**config.mk**
```make
export PLATFORM = sky130hd
export DESIGN_NAME = uart_cmd_parser
export DESIGN_NICKNAME = d
export VERILOG_FILES = /design/src/rtl/uart_cmd_pkg.sv /design/src/rtl/uart_cmd_parser_lut.sv /design/src/rtl/uart_cmd_parser.sv
export SDC_FILE = /design/constraint.sdc
export NUM_CORES = 1
export LEC_CHECK = 0
export CELL_PAD_IN_SITES_DETAIL_PLACEMENT = 1
export CELL_PAD_IN_SITES_GLOBAL_PLACEMENT = 1
export CORE_UTILIZATION = 46
export DETAILED_ROUTE_END_ITERATION = 10
export DONT_BUFFER_PORTS = 1
export PLACE_DENSITY_LB_ADDON = 0.1
export RECOVER_POWER = 50
export SLEW_MARGIN = 25
export SYNTH_ARGS = -nofsm -noshare
export SYNTH_HDL_FRONTEND = slang
export SYNTH_SLANG_ARGS = --single-unit
```
**constraint.sdc**
```tcl
create_clock -name clk -period 1.5 [get_ports clk]
set_input_delay 0.075 -clock clk [delete_from_list [all_inputs] [get_ports clk]]
set_output_delay 0.075 -clock clk [all_outputs]
set_load 0.01 [all_outputs]
```
**src/rtl/uart_cmd_pkg.sv**
```systemverilog
// Shared constants for the UART command parser: ASCII codes, state encoding,
// command bit indices and the echo-character helper.
package uart_cmd_pkg;

    localparam int CMD_NUM  = 6;
    localparam int CMD_RUN  = 0;
    localparam int CMD_CLR  = 1;
    localparam int CMD_HOUR = 2;
    localparam int CMD_MIN  = 3;
    localparam int CMD_SEC  = 4;
    localparam int CMD_TRIG = 5;

    localparam logic [7:0] ASCII_R_UP  = 8'h52;
    localparam logic [7:0] ASCII_R_LO  = 8'h72;
    localparam logic [7:0] ASCII_C_UP  = 8'h43;
    localparam logic [7:0] ASCII_C_LO  = 8'h63;
    localparam logic [7:0] ASCII_H_UP  = 8'h48;
    localparam logic [7:0] ASCII_H_LO  = 8'h68;
    localparam logic [7:0] ASCII_M_UP  = 8'h4D;
    localparam logic [7:0] ASCII_M_LO  = 8'h6D;
    localparam logic [7:0] ASCII_S_UP  = 8'h53;
    localparam logic [7:0] ASCII_S_LO  = 8'h73;
    localparam logic [7:0] ASCII_T_UP  = 8'h54;
    localparam logic [7:0] ASCII_T_LO  = 8'h74;
    localparam logic [7:0] ASCII_W_UP  = 8'h57;
    localparam logic [7:0] ASCII_W_LO  = 8'h77;
    localparam logic [7:0] ASCII_CR    = 8'h0D;
    localparam logic [7:0] ASCII_LF    = 8'h0A;
    localparam logic [7:0] ASCII_QMARK = 8'h3F;

    localparam logic [2:0] ST_IDLE   = 3'd0;
    localparam logic [2:0] ST_POP    = 3'd1;
    localparam logic [2:0] ST_LATCH  = 3'd2;
    localparam logic [2:0] ST_DECODE = 3'd3;
    localparam logic [2:0] ST_PULSE  = 3'd4;
    localparam logic [2:0] ST_ECHO   = 3'd5;

    typedef enum logic [2:0] {
        S_IDLE   = ST_IDLE,
        S_POP    = ST_POP,
        S_LATCH  = ST_LATCH,
        S_DECODE = ST_DECODE,
        S_PULSE  = ST_PULSE,
        S_ECHO   = ST_ECHO
    } state_t;

    // Recognised bytes echo verbatim; anything else echoes as '?'.
    function automatic logic [7:0] echo_char(input logic [7:0] data, input logic known);
        if (known) begin
            return data;
        end else begin
            return ASCII_QMARK;
        end
    endfunction

endpackage

```
**src/rtl/uart_cmd_parser_lut.sv**
```systemverilog
// Combinational byte decoder: maps an ASCII byte to a one-hot command,
// a mode-toggle flag and a CR/LF terminator flag.
module uart_cmd_lut
    import uart_cmd_pkg::*;
(
    input  logic [7:0]         data,
    output logic               valid,
    output logic               is_mode,
    output logic               is_term,
    output logic [CMD_NUM-1:0] onehot
);

    // Case-insensitive command lookup.
    always_comb begin
        valid   = 1'b0;
        is_mode = 1'b0;
        is_term = 1'b0;
        onehot  = {CMD_NUM{1'b0}};
        case (data)
            ASCII_R_UP, ASCII_R_LO: begin valid = 1'b1; onehot[CMD_RUN]  = 1'b1; end
            ASCII_C_UP, ASCII_C_LO: begin valid = 1'b1; onehot[CMD_CLR]  = 1'b1; end
            ASCII_H_UP, ASCII_H_LO: begin valid = 1'b1; onehot[CMD_HOUR] = 1'b1; end
            ASCII_M_UP, ASCII_M_LO: begin valid = 1'b1; onehot[CMD_MIN]  = 1'b1; end
            ASCII_S_UP, ASCII_S_LO: begin valid = 1'b1; onehot[CMD_SEC]  = 1'b1; end
            ASCII_T_UP, ASCII_T_LO: begin valid = 1'b1; onehot[CMD_TRIG] = 1'b1; end
            ASCII_W_UP, ASCII_W_LO: is_mode = 1'b1;
            ASCII_CR, ASCII_LF:     is_term = 1'b1;
            default:                valid   = 1'b0;
        endcase
    end

endmodule

```
**src/rtl/uart_cmd_parser.sv**
```systemverilog
// UART command parser: pops bytes from the RX FIFO, decodes single-character
// commands into fixed-width one-hot pulses and a mode level. Optional echo: UART_CMD_ECHO_EN.
module uart_cmd_parser
    import uart_cmd_pkg::*;
#(
    parameter int PULSE_CYCLES = 4,
    parameter int CNT_W        = $clog2(PULSE_CYCLES + 1)
)(
    input  logic               clk,
    input  logic               rst,
    input  logic               rx_empty,
    input  logic [7:0]         rx_rdata,
    output logic               rx_rd,
    input  logic               tx_full,
    output logic [7:0]         tx_wdata,
    output logic               tx_wr,
    output logic [CMD_NUM-1:0] cmd_pulse,
    output logic               mode_sel
);

`ifdef UART_CMD_ECHO_EN
    localparam state_t DONE_ST = S_ECHO;
`else
    localparam state_t DONE_ST = S_IDLE;
`endif

    localparam logic [CNT_W-1:0] CNT_LOAD = CNT_W'(PULSE_CYCLES);
    localparam logic [CNT_W-1:0] CNT_ONE  = CNT_W'(1);

    state_t             state_r, state_s;
    logic               empty_r;
    logic [7:0]         byte_r, byte_s;
    logic [CNT_W-1:0]   cnt_r, cnt_s;
    logic [CMD_NUM-1:0] cmd_r, cmd_s;
    logic               mode_r, mode_s;
    logic               rx_rd_r, rx_rd_s;
    logic               valid_s, is_mode_s, is_term_s;
    logic [CMD_NUM-1:0] onehot_s;

    uart_cmd_lut u_lut (
        .data    (byte_r),
        .valid   (valid_s),
        .is_mode (is_mode_s),
        .is_term (is_term_s),
        .onehot  (onehot_s)
    );

`ifdef UART_CMD_ECHO_EN
    logic       tx_wr_r, tx_wr_s;
    logic [7:0] tx_wdata_r, tx_wdata_s;
`endif

    // Next-state and next-output logic; every output is the registered image of these.
    always_comb begin
        state_s = state_r;
        byte_s  = byte_r;
        cnt_s   = cnt_r;
        cmd_s   = {CMD_NUM{1'b0}};
        mode_s  = mode_r;
`ifdef UART_CMD_ECHO_EN
        tx_wr_s    = 1'b0;
        tx_wdata_s = tx_wdata_r;
`endif
        case (state_r)
            S_IDLE: begin
                if (!empty_r) begin
                    state_s = S_POP;
                end else begin
                    state_s = S_IDLE;
                end
            end
            S_POP: state_s = S_LATCH;
            S_LATCH: begin
                byte_s  = rx_rdata;
                state_s = S_DECODE;
            end
            S_DECODE: begin
                if (valid_s) begin
                    cnt_s   = CNT_LOAD;
                    cmd_s   = onehot_s;
                    state_s = S_PULSE;
                end else begin
                    if (is_mode_s) begin
                        mode_s = ~mode_r;
                    end else begin
                        mode_s = mode_r;
                    end
                    state_s = DONE_ST;
                end
            end
            S_PULSE: begin
                if (cnt_r == CNT_ONE) begin
                    cnt_s   = {CNT_W{1'b0}};
                    state_s = DONE_ST;
                end else begin
                    cnt_s   = cnt_r - CNT_ONE;
                    cmd_s   = cmd_r;
                end
            end
`ifdef UART_CMD_ECHO_EN
            S_ECHO: begin
                if (!tx_full) begin
                    tx_wr_s    = 1'b1;
                    tx_wdata_s = echo_char(byte_r, valid_s | is_mode_s | is_term_s);
                    state_s    = S_IDLE;
                end else begin
                    state_s    = S_ECHO;
                end
            end
`endif
            default: state_s = S_IDLE;
        endcase
        rx_rd_s = (state_s == S_POP);
    end

    // Core state and registered outputs; empty flag is sampled before use.
    always_ff @(posedge clk or negedge rst) begin
        if (!rst) begin
            state_r <= S_IDLE;
            empty_r <= 1'b1;
            byte_r  <= 8'h00;
            cnt_r   <= {CNT_W{1'b0}};
            cmd_r   <= {CMD_NUM{1'b0}};
            mode_r  <= 1'b0;
            rx_rd_r <= 1'b0;
        end else begin
            state_r <= state_s;
            empty_r <= rx_empty;
            byte_r  <= byte_s;
            cnt_r   <= cnt_s;
            cmd_r   <= cmd_s;
            mode_r  <= mode_s;
            rx_rd_r <= rx_rd_s;
        end
    end

`ifdef UART_CMD_ECHO_EN
    // Echo write port registers.
    always_ff @(posedge clk or negedge rst) begin
        if (!rst) begin
            tx_wr_r    <= 1'b0;
            tx_wdata_r <= 8'h00;
        end else begin
            tx_wr_r    <= tx_wr_s;
            tx_wdata_r <= tx_wdata_s;
        end
    end

    assign tx_wr    = tx_wr_r;
    assign tx_wdata = tx_wdata_r;
`else
    logic unused_s;
    assign unused_s = ^{tx_full, is_term_s};
    assign tx_wr    = 1'b0;
    assign tx_wdata = 8'h00;
`endif

    assign rx_rd     = rx_rd_r;
    assign cmd_pulse = cmd_r;
    assign mode_sel  = mode_r;

endmodule

```
After elaboration in Yosys (flattened, before gate mapping) --
Cells that the tools add are included.
Cells by class: equal/unequal tests 22, mux-type cells 18, $add $sub $neg 1, bitwise operators 2, reduce and logical (&&, ||, !) cells 12
Operator list (number):
- 8-bit by 7-bit equality test with 1-bit output, second input constant | 14
- 3-bit one-hot mux with 5 select lines | 1
- 2-bit OR reduction | 7
- 3-bit two-way mux | 4
- 6-bit two-way mux | 2
- 6-bit one-hot mux with 2 select lines | 1
- 12-bit OR reduction | 1
- 3-bit by 1-bit equality test with 1-bit output, second input constant | 3
- 1-bit two-way mux | 9
- 3-bit by 2-bit equality test with 1-bit output, second input constant | 2
- 3-bit one-hot mux with 2 select lines | 1
- 3-bit equality test, second input constant | 1
- 3-bit zero test | 1
- 3-bit AND reduction | 1
- 3-bit by 1-bit subtractor with 3-bit output, second input constant | 1
- 2-bit by 1-bit inequality test with 1-bit output, second input constant | 1
- 2-bit inequality test, second input constant | 1
- 1-bit inverter | 2
- 2-bit AND reduction | 1
- 2-bit nonzero test | 1
Word-level totals: register bits after elaboration 23

Longest topological paths before layout --
depth after elaboration 6, mapped depth 5, depth with buffers taken out 5

Cells and area by module --
Synthesis repeated with hierarchy kept, for this count alone.
Unflattened totals: cells, all modules 102, area, all modules 1191.1 um^2
By module, submodules not included:
- uart_cmd_parser | cells each 74, times used 1, area each 1003.5 um^2
- uart_cmd_lut | cells each 28, times used 1, area each 187.7 um^2

Worst setup path before layout --
No wires, ideal clock.
kind register to register, start point reg byte_r[2], end point reg cnt_r[0], library setup time 0.121 ns, stages on the path, launching flop included 6, arrival time 1.221 ns, slack 0.158 ns, data required time 1.379 ns, path through dfrtp_1 -> clkbuf_2 -> or2_1 -> o221ai_1 -> o21ai_0 -> a22o_1
On the way: word-level cells in the longest chain between the ends 5
Ends and longest elaborated chain:
- start: declaration | RTL line uart_cmd_parser.sv:32 | logic [7:0] byte_r, byte_s;
- start signal: assignment | RTL line uart_cmd_parser.sv:129 | byte_r <= byte_s;
- 8-bit by 7-bit equality test with 1-bit output | RTL line uart_cmd_parser_lut.sv:19 | case (data)
- 12-bit OR reduction (no source line) *
- 1-bit two-way mux * | RTL line uart_cmd_parser_lut.sv:19
- 2-bit by 1-bit inequality test with 1-bit output (no source line) *
- 2-bit AND reduction (no source line) *
- end signal: assignment | RTL line uart_cmd_parser.sv:122 | cnt_r <= {CNT_W{1'b0}};
- end signal: assignment | RTL line uart_cmd_parser.sv:130 | cnt_r <= cnt_s;
- end: declaration | RTL line uart_cmd_parser.sv:33 | logic [CNT_W-1:0] cnt_r, cnt_s;
Mark *: on every way between the ends. The rest lies on a longest branch, timed or not. A chain may end at the register's enable or synchronous reset.

Worst setup path after layout --
start point reg byte_r[2], end point reg cnt_r[2]
Same word-level chain as after synthesis.

==> out/summary.txt <==
Setup crit start kind - flop
CP arrival - 1.63 ns
Max IR drop VDD - 1.10 mV
vias in the first global route - 734
R2R setup slack - 0.07 ns
synth warn - 0
share of cells above drive strength 1 - 0.257
P&R area growth vs syn - 15.8%
FF+latch area - 558 sq um
Clk network pwr share - 0.158
FMAX - 698 MHz
FF-to-FF path depth - 5
leading area contributor after synthesis - dfrtp_1
critical-path cell list - buf_4 > xor2_1 > nor2_2 > o21a_1 > a311o_1
leakage power - 0.537 nW
combinational share of power - 0.344
post-synthesis cell type count - 36
fill count - 249
Post-synth ARST share - 1.00
Routability Congestion - 0.733
mapped cell area - 1070 sq um
gr usage total - 0.188
Most used DFF post-synth - dfrtp_1
Via density - 5.05
Root Buffer - clkbuf_4
EDFF count, synth - 0
Buffers on Ports - 0
synth top area cells - dfrtp_1, buf_4, mux2_2
critical path's largest stage delay - 0.46 ns
Worst path depth - 5
Worst-Skew Late Latency - 0.31 ns
slowest cell on the critical path - dfrtp_2
Horiz. Die Dim - 50.3 um
synth cell count leaders - dfrtp_1, buf_4, nor2_1
CTS tree - done
# H-tree levels - 1
Cells after Synth - 94
Net Sw Power - 0.000776 W
Crit. End Element - flop
CTS sink count - 22
max-cap viol count - 0
pwr/cell area - 1700 nW/um^2
final worst path period need - 1.43 ns
final setup margin - 0.0683 ns
area taken by multi-input logic gates - 467 sq um
DRC - 0
DIE HEIGHT - 50.3 um
final hold viol count - 0
pre-CTS WS - 0.0538 ns
status - completed
largest delay contributor family on the critical path - flip-flops
Placed Area - 1080 sq um
dpl hpwl - 1320 um
Rows - 17
post-synthesis sequential area ratio - 0.515
total gr overflow - 0
Reg clk slew, reported paths - 0.13 ns
DR WL/cell - 14.8 um
clock buffer depth - 2
Tcrit/Tclk final - 0.954
vias - 692
first drt pass iteration count - 2
initial cell density of the core - 0.484
Setup Skew - 0.00653 ns
Critical Path RT - 1.70 ns
first-pass GRT wire length - 3460 um
syn avg cell area - 11.4 sq um
Crit Path Class - flop to flop
synthesized flop and latch total - 22
unrepaired setup endpoints after global routing - false
setup TNS - 0 ns
Final Cell Area - 1240 sq um
Buf/Inv on CP - 1
Ports - 29
DIE AREA - 2530 sq um
CTS Buf Count - 3
final WL - 2020 um
# diodes - 0
Yosys top cell area share - 0.491
switch share - 0.369
final count of negative-setup-slack endpoints - 0
Slew Limit Fails - 0
Sequential Power Share - 0.498
critical path fanouts, max - 6
Hold Path Class - input port to async pin
antenna violations before repair - 0
core region area - 2210 sq um
largest net degree at the start of global routing - 23
Final Util - 0.561
Nets - 124
DR iter-0 viols - 6
P_int - 0.00133 W
ANT nets after route - 0
most numerous cell in the Yosys netlist - dfrtp_1
==> area by class of cell <==
type | count | area share
flip-flops and latches | 22 | 0.450
multi-input cells | 64 | 0.376
repair buffers | 14 | 0.101
clock buffers | 4 | 0.0293
inverters | 5 | 0.0151
well taps | 28 | 0.0283
==> cells by family after synthesis <==
family	Yosys count	synth area share
muxes	6	0.0631
buffers and inverters	16	0.0899
xor gates and xnor gates	3	0.0245
AOI/OAI and AO/OA	16	0.124
other	1	0.00350
and+or+nand+nor	28	0.157
adders and majority gates	2	0.0234
DFF	22	0.515
==> sequential cells by signal, summed over array words and instances (netlist names) <==
| name | cells |
|---|---|
| byte_r | 7 |
| rx_rd | 1 |
| empty_r | 1 |
| state_r | 3 |
| cnt_r | 3 |
| cmd_pulse | 6 |
| mode_sel | 1 |
==> metrics by stage <==
stage / hold WS, ns / power (W) / std cells
2_1_floorplan: -0.221 / 0.00154 / 102
6_report: 0.245 / 0.00210 / 137
3_5_place_dp: -0.220 / 0.00167 / 122
5_1_grt: 0.290 / 0.00226 / 137
3_3_place_gp: -0.220 / 0.00164 / 122
4_1_cts: 0.281 / 0.00204 / 135
==> path summary, 6_finish.rpt <==
kind	startpoint	end
min	rst	cmd_pulse[1]
max reg2reg	byte_r[2]	cnt_r[2]
min reg2reg	state_r[2]	state_r[1]
max in group asynchronous	rst	empty_r
min in group clk	rx_empty	empty_r
max	byte_r[2]	cnt_r[2]
==> repair_timing <==
item                                    CTS  global route
endpoints found under the setup margin    0            13
resized for setup                         0             9
buffers inserted                          0             1
endpoints found under the hold margin    30            21
hold buffers                              9             1
==> cell usage in the layout (no fill, tap or decap), types with 2 or more instances in the layout <==
cell,count
nor2_1,6
nand4bb_1,2
nor2_2,2
buf_4,4
dlygate4sd3_1,9
mux2_2,6
ha_1,2
xnor2_1,2
o21ai_0,2
nor3_1,2
or3b_4,2
nand2b_1,2
clkbuf_4,3
nand2_1,6
dfrtp_1,16
dfrtp_2,5
inv_1,5
a22o_1,4
conb_1,9
==> metal layers <==
metal  GRT usage  vias to the layer above  share of wire
met5           0                        -              0
met4      0.0857                        0         0.0084
met3      0.0485                        2          0.037
met2       0.300                       23           0.48
met1       0.237                      326           0.47
li1            -                      341              -
==> power by group through the flow <==
stage          registers, W  clock network, W  logic [W]
2_1_floorplan      0.000934                 0   0.000610
3_3_place_gp        0.00102                 0   0.000621
3_5_place_dp        0.00103                 0   0.000637
4_1_cts             0.00103          0.000344   0.000672
5_1_grt             0.00108          0.000361   0.000819
6_report            0.00105          0.000332   0.000724
Power figures use the tool's default switching activity.
